==> src/rtl/alu_share_ctrl.sv <==
// Round-robin scheduler sharing one 32-bit ALU between two requesters.
// Returns a tagged result plus {V,C,Z,N} flags on a valid/ready response channel.
module alu_share_ctrl #(
  parameter int unsigned DATA_W = 32
) (
  input  logic              clk,
  input  logic              rst,

  input  logic              req0_valid,
  input  logic [2:0]        req0_op,
  input  logic [DATA_W-1:0] req0_a,
  input  logic [DATA_W-1:0] req0_b,
  output logic              req0_ready,

  input  logic              req1_valid,
  input  logic [2:0]        req1_op,
  input  logic [DATA_W-1:0] req1_a,
  input  logic [DATA_W-1:0] req1_b,
  output logic              req1_ready,

  output logic              rsp_valid,
  input  logic              rsp_ready,
  output logic              rsp_id,
  output logic [DATA_W-1:0] rsp_result,
  output logic [3:0]        rsp_flags,
  output logic              busy
);

  localparam int unsigned OP_W   = 3;
  localparam int unsigned FLAG_W = 4;

  typedef enum logic [1:0] {
    ST_IDLE = 2'd0,
    ST_EXEC = 2'd1,
    ST_RESP = 2'd2
  } state_e;

  state_e              state_q, state_d;
  logic                last_grant_q, last_grant_d;
  logic [OP_W-1:0]     op_q, op_d;
  logic [DATA_W-1:0]   a_q, a_d;
  logic [DATA_W-1:0]   b_q, b_d;
  logic                id_q, id_d;
  logic                rsp_valid_q, rsp_valid_d;
  logic                rsp_id_q, rsp_id_d;
  logic [DATA_W-1:0]   rsp_result_q, rsp_result_d;
  logic [FLAG_W-1:0]   rsp_flags_q, rsp_flags_d;

  logic                grant_c;
  logic                accept_c;
  logic [DATA_W-1:0]   b_eff_c;
  logic [DATA_W:0]     sum_c;
  logic [DATA_W-1:0]   alu_result_c;
  logic [FLAG_W-1:0]   alu_flags_c;
  logic                flag_v_c;
  logic                flag_c_c;

  // Single valid requester wins; on contention the one not granted last time wins.
  always_comb begin
    grant_c = 1'b0;
    if (req0_valid && req1_valid) begin
      grant_c = ~last_grant_q;
    end else if (req1_valid) begin
      grant_c = 1'b1;
    end
  end

  assign accept_c   = (state_q == ST_IDLE) & ~rst & (req0_valid | req1_valid);
  assign req0_ready = accept_c & ~grant_c;
  assign req1_ready = accept_c &  grant_c;

  // Shared adder: op[0] selects subtract via a + ~b + 1.
  assign b_eff_c = op_q[0] ? ~b_q : b_q;
  assign sum_c   = {1'b0, a_q} + {1'b0, b_eff_c} + (DATA_W+1)'(op_q[0]);

  always_comb begin
    alu_result_c = '0;
    case (op_q)
      3'b000:  alu_result_c = sum_c[DATA_W-1:0];
      3'b001:  alu_result_c = sum_c[DATA_W-1:0];
      3'b010:  alu_result_c = a_q & b_q;
      3'b011:  alu_result_c = a_q | b_q;
      // SLT takes the raw sum sign, intentionally without overflow correction
      3'b101:  alu_result_c = DATA_W'(sum_c[DATA_W-1]);
      default: alu_result_c = '0;
    endcase
  end

  assign flag_v_c    = (sum_c[DATA_W-1] ^ a_q[DATA_W-1])
                     & ~(op_q[0] ^ b_q[DATA_W-1] ^ a_q[DATA_W-1])
                     & ~op_q[1];
  assign flag_c_c    = ~op_q[1] & sum_c[DATA_W];
  assign alu_flags_c = {flag_v_c, flag_c_c, (alu_result_c == '0), alu_result_c[DATA_W-1]};

  // Next-state and register update logic.
  always_comb begin
    state_d      = state_q;
    last_grant_d = last_grant_q;
    op_d         = op_q;
    a_d          = a_q;
    b_d          = b_q;
    id_d         = id_q;
    rsp_valid_d  = rsp_valid_q;
    rsp_id_d     = rsp_id_q;
    rsp_result_d = rsp_result_q;
    rsp_flags_d  = rsp_flags_q;

    case (state_q)
      ST_IDLE: begin
        if (accept_c) begin
          last_grant_d = grant_c;
          id_d         = grant_c;
          op_d         = grant_c ? req1_op : req0_op;
          a_d          = grant_c ? req1_a  : req0_a;
          b_d          = grant_c ? req1_b  : req0_b;
          state_d      = ST_EXEC;
        end
      end
      ST_EXEC: begin
        rsp_valid_d  = 1'b1;
        rsp_id_d     = id_q;
        rsp_result_d = alu_result_c;
        rsp_flags_d  = alu_flags_c;
        state_d      = ST_RESP;
      end
      ST_RESP: begin
        if (rsp_valid_q && rsp_ready) begin
          rsp_valid_d = 1'b0;
          state_d     = ST_IDLE;
        end
      end
      default: begin
        rsp_valid_d = 1'b0;
        state_d     = ST_IDLE;
      end
    endcase
  end

  always_ff @(posedge clk) begin
    if (rst) begin
      state_q      <= ST_IDLE;
      last_grant_q <= 1'b1;
      op_q         <= '0;
      a_q          <= '0;
      b_q          <= '0;
      id_q         <= 1'b0;
      rsp_valid_q  <= 1'b0;
      rsp_id_q     <= 1'b0;
      rsp_result_q <= '0;
      rsp_flags_q  <= '0;
    end else begin
      state_q      <= state_d;
      last_grant_q <= last_grant_d;
      op_q         <= op_d;
      a_q          <= a_d;
      b_q          <= b_d;
      id_q         <= id_d;
      rsp_valid_q  <= rsp_valid_d;
      rsp_id_q     <= rsp_id_d;
      rsp_result_q <= rsp_result_d;
      rsp_flags_q  <= rsp_flags_d;
    end
  end

  assign rsp_valid  = rsp_valid_q;
  assign rsp_id     = rsp_id_q;
  assign rsp_result = rsp_result_q;
  assign rsp_flags  = rsp_flags_q;
  assign busy       = (state_q != ST_IDLE);

endmodule

==> config.mk <==
export PLATFORM = sky130hd
export DESIGN_NAME = alu_share_ctrl
export DESIGN_NICKNAME = d
export VERILOG_FILES = /design/src/rtl/alu_share_ctrl.sv
export SDC_FILE = /design/constraint.sdc
export NUM_CORES = 1
export LEC_CHECK = 0
export BUFFER_PORTS_ARGS = -buffer_cell sky130_fd_sc_hd__clkbuf_2
export CAP_MARGIN = 15
export CORE_MARGIN = 2
export CORE_UTILIZATION = 56
export DETAILED_ROUTE_END_ITERATION = 6
export PLACE_DENSITY = 0.82
export RECOVER_POWER = 100
export SYNTH_ARGS = -nofsm -noshare
export SYNTH_HDL_FRONTEND = slang
export SYNTH_SLANG_ARGS = --single-unit
==> constraint.sdc <==
create_clock -name clk -period 9.5 [get_ports clk]
set_clock_uncertainty 0.2 [all_clocks]
set_input_delay 0.475 -clock clk [delete_from_list [all_inputs] [get_ports clk]]
set_output_delay 0.475 -clock clk [all_outputs]
set_load 0.02 [all_outputs]
**Yosys cells after proc, flatten, opt, wreduce, memory -nomap -nowiden**

Index checks and enable logic that the tools add are counted.

- Register bits: 109
- Output and inout bits: 41
- Logic and storage cells: 62

- Add/sub/neg operators: 2
- Bitwise gates (word level): 20
- Equal/unequal tests: 8
- Multiplexer cells: 12
- Reduce and logical (&&, ||, !) cells: 10

Operators by type and width:

| cell | number |
|---|---|
| 32-bit case mux with 4 select lines | 1 |
| 32-bit 2-to-1 mux | 3 |
| 32-bit by 32-bit adder with 33-bit output | 1 |
| 33-bit by 1-bit adder with 33-bit output | 1 |
| 32-bit AND | 1 |
| 32-bit zero test | 1 |
| 32-bit NOT | 1 |
| 32-bit OR | 1 |
| 1-bit AND | 7 |
| 3-bit by 2-bit == test with 1-bit output (second input constant) | 2 |
| 1-bit NOT | 6 |
| 2-bit case mux with 3 select lines | 1 |
| 2-bit AND reduction | 3 |
| 2-bit 2-to-1 mux | 2 |
| 2-bit inequality test (second input constant) | 2 |
| 3-bit by 1-bit == test with 1-bit output (second input constant) | 1 |
| 3-bit == test (second input constant) | 1 |
| 3-bit zero test | 1 |
| 1-bit 2-to-1 mux | 3 |
| 3-bit 2-to-1 mux | 1 |
| 1-bit case mux with 3 select lines | 1 |
| 1-bit bitwise XOR | 3 |
| 2-bit by 1-bit == test with 1-bit output (second input constant) | 1 |
| 2-bit == test (second input constant) | 1 |
| 5 further kinds | 6 |

**Longest topological paths before layout**

Gate-level depths: netlist of the first run.

- Depth in word-level cells: 7
- Depth in mapped cells: 19
- Mapped depth without buffers: 13

**Worst setup path after synthesis of the first run**

OpenSTA, ideal clock, no wires.

- Kind: register -> register
- From: register op_q[0]
- To: register rsp_flags_q[1] (netlist: rsp_flags[1])
- Data required time: 9.204 ns
- Stages on the path, launching flop included: 19
- Arrival time: 4.202 ns
- Path buffers: 6
- Slack: 5.003 ns
- Library setup time: 0.096 ns
- Path through: dfxtp_1 -> buf_6 -> buf_2 -> buf_1 -> buf_1 -> buf_1 -> buf_2 -> xor2_1 -> ha_1 -> a21o_1 -> a21o_1 -> a211oi_1 -> a31oi_1 -> a311o_1 -> a21oi_2 -> xor2_1 -> nand2b_1 -> o2111ai_1 -> o41ai_2

- Longest elaborated chain between the ends: 5
- Elaborated cells between the ends (all ways): 11

RTL lines:

| element | RTL line | RTL |
|---|---|---|
| start, declared | 40 | `logic [OP_W-1:0] op_q, op_d;` |
| start signal, assigned | 154 | `op_q <= op_d;` |
| 32-bit 2-to-1 mux | 73 | `assign b_eff_c = op_q[0] ? ~b_q : b_q;` |
| 32-bit by 32-bit adder with 33-bit output | 74 | `assign sum_c = {1'b0, a_q} + {1'b0, b_eff_c} + (DATA_W+1)'(op_q[0]);` |
| 33-bit by 1-bit adder with 33-bit output | 74 |  |
| 32-bit case mux with 4 select lines * | 78 | `case (op_q)` |
| 32-bit zero test * | 93 | `assign alu_flags_c = {flag_v_c, flag_c_c, (alu_result_c == '0), alu_result_c[DATA_W-1]};` |
| end signal, assigned | 161 | `rsp_flags_q <= rsp_flags_d;` |
| end, declared | 47 | `logic [FLAG_W-1:0] rsp_flags_q, rsp_flags_d;` |

Mark *: on every way between the ends. The rest lies on a longest branch, timed or not.
A chain may end at the register's enable or synchronous reset.

**Worst setup path after layout of the first run**

Ends and elaborated chain as after synthesis.

==> results of run 1 <==
-- per-stage QoR --
step	cell area [sq um]	instances	utilization
CTS	8560	1217	0.673
floorplan	7330	908	-
detailed placement	8260	1201	0.649
global placement	8260	1201	0.649
global route	8480	1217	0.667
finish	8480	1217	0.667
-- sequential cells by signal, indices dropped and copies added, names as in the netlist --
register / count
a_q: 32
b_q: 32
rsp_result: 31
rsp_flags: 4
op_q: 3
state_q: 2
id_q: 1
last_grant_q: 1
rsp_id: 1
rsp_valid: 1
-- cell type report --
cell class	instances	area, sq um	area share
Clock buffer	10	229	0.0270
Tap cell	172	215	0.0254
Timing Repair Buffer	189	902	0.106
Inverter	16	60.1	0.00708
Clock inverter	6	71.3	0.00841
Sequential cell	108	2160	0.255
Multi-Input combinational cell	716	4840	0.571
-- worst min-delay path, delay by kind of cell --
kind,cells,cell delay [ns]
buffers and inverters,1,0.09
AOI/OAI and AO/OA,2,0.16
-- cell usage after synthesis, types with 3 or more instances --
library cell	count	area (sq um)
nor2_1	128	480
dfxtp_1	108	2160
a211oi_1	85	638
mux2i_1	69	691
a21oi_1	67	335
nand2_1	66	248
clkbuf_1	51	191
xor2_1	45	394
o21ai_0	37	185
ha_1	36	450
nor3_1	18	90.1
inv_1	16	60.1
maj3_1	16	160
nand4_1	15	93.8
xnor2_1	13	114
a21o_1	12	90.1
buf_2	9	45.0
a22oi_1	8	60.1
and3_1	7	43.8
nand3_1	7	35.0
buf_1	6	22.5
o21bai_1	6	45.0
a31oi_1	5	31.3
nand2b_1	5	31.3
o2111ai_1	5	43.8
o22ai_1	4	25.0
maj3_2	3	33.8
nor4_1	3	18.8
o211a_1	3	30.0
o21a_1	3	22.5
o21ai_1	3	15.0
o221ai_1	3	26.3
or2_2	3	18.8
or3_1	3	18.8
-- metal layers --
layer  vias to the layer above  part of all wire  GRT usage
met5                         -                 0          0
li1                       3579                 -          -
met2                       285              0.43      0.420
met1                      3162              0.49      0.400
met3                        17             0.072     0.0478
met4                         0             0.012     0.0744
-- cell families after synthesis --
family          after synthesis  synth area share
compound gates              269             0.246
simple gates                262             0.155
flops                       108             0.295
mux                          70            0.0961
buf+inv                      84            0.0461
xor+xnor                     59            0.0715
fa+ha+maj                    56            0.0906
-- power breakdown --
part           internal, mW  total, mW  leakage [nW]  switching (mW)
Clock                 0.207      0.382         0.140           0.175
Sequential            0.511      0.571         0.893          0.0601
Combinational         0.312      0.783          2.68           0.470
Total                  1.03       1.74          3.71           0.705
-- worst max-delay path by stage --
stage / endpoint / depth (start not counted) / start
finish: rsp_flags[1]$_SDFFE_PP0P_ / 13 / op_q[0]$_SDFFE_PP0P_
global route: rsp_flags[1]$_SDFFE_PP0P_ / 13 / op_q[0]$_SDFFE_PP0P_
CTS: rsp_flags[1]$_SDFFE_PP0P_ / 13 / op_q[0]$_SDFFE_PP0P_
detailed placement: rsp_flags[1]$_SDFFE_PP0P_ / 13 / op_q[0]$_SDFFE_PP0P_
global placement: rsp_flags[1]$_SDFFE_PP0P_ / 13 / op_q[0]$_SDFFE_PP0P_
floorplan: rsp_flags[1]$_SDFFE_PP0P_ / 18 / op_q[0]$_SDFFE_PP0P_
==> reports/qor.txt, run 1 <==
Post-synth EDFFs: 0
CP peak stage delay: 1.86 ns
Setup TNS Final: 0 ns
Worst EP required: 9.55 ns
Full die area: 14000 sq um
Max rail drop VDD: 0.140 mV
WL/cell: 15.8 um
Worst r2r path cells: 13
Worst Path Max Fanout: 49
Initial antenna violation count: 0
Die Y-Extent: 118 um
Synthesized flop and latch total: 108
Synth warnings: 0
Setup ws final: 3.06 ns
Vias: 7043
RSZ-0062 raised after global routing: no
Final GP Congestion: 0.985
Crit Path Category: flop to flop
Final Hold Viols: 0
TritonCTS sink count: 108
Final Power: 1.74 mW
Critical path data arrival time: 6.49 ns
Hold slack: 0.206 ns
DR pass1 iterations: 5
Hpwl dp: 14500 um
Mapped Nets: 1084
Share of layout cells above drive strength 1: 0.168
Final slew viol count: 346
WP buf/inv: 1
Die width: 118 um
Commonest non-fill, non-tap cell in the layout: clkbuf_2
Most frequent cells in the layout: clkbuf_2, nor2_1, dfxtp_1, a211oi_1, mux2i_1
Number of fill cells: 1174
Post-CTS Setup Inserts: 0
Worst-path cell chain: clkbuf_1 > xor2_1 > ha_1 > and3_1 > a31o_1 > a211oi_1 > a31oi_1 > a311o_1 > a21oi_1 > xor2_1 > nand2b_1 > o2111ai_1 > o41ai_1
Worst setup EP type: flop
Worst hold path depth: 3
Vias in the first global route: 6413
Hold Startpoint: rsp_ready
Detailed Route WL: 19200 um
Mapped cell area: 7330 sq um
Crit Reg-Reg Startpoint: op_q[0]$_SDFFE_PP0P_
Fmax: 0.155 GHz
CP max stage cell: clkbuf_1
Max-cap viol count: 6
Grt ovf: 0
Post-synth ARST share: 0
Most used DFF post-synth: dfxtp_1
Clock-pin transition on the worst setup and hold timing paths: 0.07 ns
CTS buffer count: 9
Antenna cells: 0
Nets: 1216
Yosys cell types: 66
# IOs: 180
CTS Hold Bufs: 0
Relative slew slack: -1.22
Gate Count Post-Synth: 908
Root Driver: clkbuf_16
R2r setup slk: 3.06 ns
Avg Inst Size Synth: 8.07 sq um
Remaining antenna violation count: 0
Starting density of the core: 0.576
Area growth from synthesis to layout: 15.7%
Register area share after synthesis: 0.295
DRT iter0 DRCs: 518
Post-cts sizing count: 0
Worst-skew pair later-pin latency: 0.36 ns
CP dominant cell by count: xor2_1
Pre-CTS setup slack: 5.04 ns
Startpoint type of the worst setup path: flop
Largest net degree at the start of global routing: 80
Final setup vio count: 0
Gr usage total: 0.275
CTS H-tree lvls: 3
FP Rows: 41
Hold path endpoint: rsp_valid$_SDFFE_PP0P_
Clock buffer depth: 2
Port Buffers: 179
Status: complete, but fails checks
Leak pwr: 3.71 nW
CORE AREA: 12700 sq um
First-pass GRT wire length: 31700 um
Least-Margin Pin Slew: 3.33 ns
Failing checks: max-capacitance violations, max-slew violations
Vias per Instance: 5.79
Period Utilization, post-route: 0.678
Delay-heaviest family, CP: buffers and inverters
End of the worst register-to-register path: rsp_flags[1]$_SDFFE_PP0P_
DRC violations left: 0
Final min period: 6.44 ns
Power per cell area: 205 nW/um^2
CTS tree: yes
HP Class: input port to flop
Power figures use the tool's default switching activity.
==> run 2, diff against run 1 <==
--- a/config.mk
+++ b/config.mk
@@ -5,12 +5,13 @@
 export SDC_FILE = /design/constraint.sdc
 export NUM_CORES = 1
 export LEC_CHECK = 0
+export ABC_AREA = 1
 export BUFFER_PORTS_ARGS = -buffer_cell sky130_fd_sc_hd__clkbuf_2
 export CAP_MARGIN = 15
 export CORE_MARGIN = 2
-export CORE_UTILIZATION = 56
+export CORE_UTILIZATION = 55
 export DETAILED_ROUTE_END_ITERATION = 6
-export PLACE_DENSITY = 0.82
+export PLACE_DENSITY = 0.8
 export RECOVER_POWER = 100
 export SYNTH_ARGS = -nofsm -noshare
 export SYNTH_HDL_FRONTEND = slang
==> constraint.sdc (replaced) <==
create_clock -name clk -period 6.04 [get_ports clk]
set_clock_uncertainty 0.2 [all_clocks]
set_input_delay 0.302 -clock clk [delete_from_list [all_inputs] [get_ports clk]]
set_output_delay 0.302 -clock clk [all_outputs]
set_load 0.02 [all_outputs]
==> run 2 against run 1 <==
The run still ends with max-capacitance violations, max-slew violations left. Sequential cell count unchanged. Global-route usage up 9.6 points. Register-to-register slack worse by 1.4 ns. Largest cell class unchanged. Sequential share of layout area down 4.5 points. Final cell count up 42%. Largest power group is now registers.
==> reports/qor.txt, run 2 <==
Status: complete, but fails checks
Failing checks: max-capacitance violations, max-slew violations
Starting density of the core: 0.565
Synth warnings: 0
CP peak stage delay: 1.59 ns
HP Class: input port to flop
Crit path from: rst
Final setup vio count: 0
First-pass GRT wire length: 44200 um
Worst Path Max Fanout: 69
Largest net degree at the start of global routing: 70
Placed Cells: 1594
DRC violations left: 0
Commonest non-fill, non-tap cell in the layout: nand2_1
Vias per Instance: 5.46
Vias in the first global route: 9177
Cell with the most instances after synthesis: nand2_1
R2r setup slk: 1.70 ns
Antenna cells: 0
Nets: 1724
Final GP Congestion: 0.994
Yosys top cell by area: dfxtp_1
Least-Margin Pin Slew: 2.36 ns
Clock-pin transition on the worst setup and hold timing paths: 0.08 ns
Clock power share: 0.273
Logic pwr share: 0.346
Mapped Nets: 1455
Initial antenna violation count: 0
Share of layout cells above drive strength 1: 0.127
Post-synth ARST share: 0
DRT iter0 DRCs: 917
CORE AREA: 13900 sq um
Gate Count Post-Synth: 1279
Final slew viol count: 136
CP endpoint: b_q[22]$_SDFFE_PP0P_
Crit Path Category: input port to flop
CP max stage cell: clkbuf_1
Detailed Route WL: 27800 um
CTS H-tree lvls: 3
Post-CTS Setup Inserts: 0
Root Driver: clkbuf_16
Period Utilization, post-route: 0.784
Die width: 123 um
RSZ-0062 raised after global routing: no
Die Y-Extent: 123 um
Leak pwr: 5.40 nW
Final Power: 2.22 mW
Max rail drop VDD: 0.175 mV
Grt ovf: 0
Mapped cell area: 7840 sq um
Share of Yosys cell area claimed by the top area cell type: 0.276
Vias: 9458
FP Rows: 43
# IOs: 180
Post-synth EDFFs: 0
Worst-skew pair later-pin latency: 0.37 ns
Most used DFF post-synth: dfxtp_1
Net Sw Frac: 0.385
Max-cap viol count: 3
Synth area leaders: dfxtp_1, nand2_1, inv_1
Startpoint type of the worst setup path: input port
Worst EP required: 6.10 ns
CTS buffer count: 9
Worst setup EP type: flop
Pint: 1.36 mW
Power per cell area: 216 nW/um^2
Relative slew slack: -0.576
Most frequent cells in the layout: nand2_1, inv_1, clkbuf_2, dlygate4sd3_1, nor2_1
TritonCTS sink count: 108
Setup TNS Final: 0 ns
Hpwl dp: 18500 um
Non-Filler Instances: 1733
Net Switching: 0.855 mW
Port Buffers: 179
Crit Reg-Reg Startpoint: state_q[0]$_SDFFE_PP0P_
Register area share after synthesis: 0.276
CTS tree: yes
Fmax: 0.211 GHz
Remaining antenna violation count: 0
DR pass1 iterations: 6
Gr usage total: 0.371
Avg Inst Size Synth: 6.13 sq um
Full die area: 15200 sq um
Area growth from synthesis to layout: 31.0%
End of the worst register-to-register path: rsp_result[25]$_SDFFE_PP0P_
Final Hold Viols: 0
Critical path data arrival time: 4.79 ns
Yosys cell types: 39
WL/cell: 16.0 um
Synthesized flop and latch total: 108
Post-synth top cells: nand2_1, inv_1, nor2_1, dfxtp_1, a31oi_1
Worst-path cell chain: clkbuf_1 > nor2_1 > inv_1 > clkbuf_2 > a21oi_4 > buf_4 > nand2_1 > a31oi_1 > dlygate4sd3_1
Final min period: 4.74 ns
Worst r2r path cells: 6
Sequential share of power: 0.382
Clock buffer depth: 2
## run 2: metal layers
| metal | share of wire | vias up | GRT usage |
|---|---|---|---|
| li1 | - | 4629 | - |
| met1 | 0.43 | 4274 | 0.493 |
| met2 | 0.45 | 475 | 0.596 |
| met3 | 0.096 | 80 | 0.0784 |
| met4 | 0.029 | 0 | 0.129 |
| met5 | 0 | - | 0 |
## run 2: cell families after synthesis
group | synth area share
AND/OR/NAND/NOR | 0.380
buffers and inverters | 0.101
AO/OA/AOI/OAI | 0.125
flip-flops | 0.276
adder cells (fa/ha/maj) | 0.0843
XOR/XNOR | 0.0335
## run 2: worst max-delay path, delay by kind of cell
kind                   cells  cell delay [ns]
and+or+nand+nor            2             0.38
AOI/OAI and AO/OA          2             0.07
buffers and inverters      5             4.01
## run 2: area by class of cell
type,instances,area [sq um]
multi-input cells,967,4900
clock buffers,10,229
well taps,180,225
clock inverters,6,62.6
fillers,1115,3610
repair buffers,310,2120
flip-flops and latches,108,2160
inverters,152,571
## run 2: repair_timing
| action | CTS | global route |
|---|---|---|
| hold endpoints to repair | 66 | 0 |
| hold buffers | 123 | 0 |
| gates resized for setup | 0 | 0 |
## run 2: power by group through the flow
stage | sequential [mW] | clock [mW] | combinational, mW
floorplan | 0.865 | 0 | 0.440
global placement | 0.858 | 0 | 0.668
detailed placement | 0.859 | 0 | 0.673
CTS | 0.843 | 0.608 | 0.749
global route | 0.853 | 0.637 | 0.848
finish | 0.847 | 0.605 | 0.767
## run 2: worst min-delay path by stage
stage                         startpoint                   endpoint  slack [ns]  cells after the start
3_3_place_gp           id_q$_SDFFE_PP0P_          id_q$_SDFFE_PP0P_        0.26                      2
4_1_cts                       req1_op[0]       op_q[0]$_SDFFE_PP0P_      0.0004                      3
2_1_floorplan  last_grant_q$_SDFFE_PP1P_  last_grant_q$_SDFFE_PP1P_        0.24                      2
5_1_grt                       req1_b[16]       b_q[16]$_SDFFE_PP0P_       0.005                      3
3_5_place_dp           id_q$_SDFFE_PP0P_          id_q$_SDFFE_PP0P_        0.26                      2
6_report                      req0_b[19]       b_q[19]$_SDFFE_PP0P_       0.002                      3
## run 2: through the flow
step	utilization	setup WS, ns	hold WS [ns]	cell area [sq um]
2_1_floorplan	-	2.91	0.242	7840
6_report	0.740	1.30	0.00164	10300
3_5_place_dp	0.636	2.32	0.258	8830
4_1_cts	0.746	2.30	0.000408	10400
5_1_grt	0.740	0.974	0.00459	10300
3_3_place_gp	0.636	2.40	0.257	8830
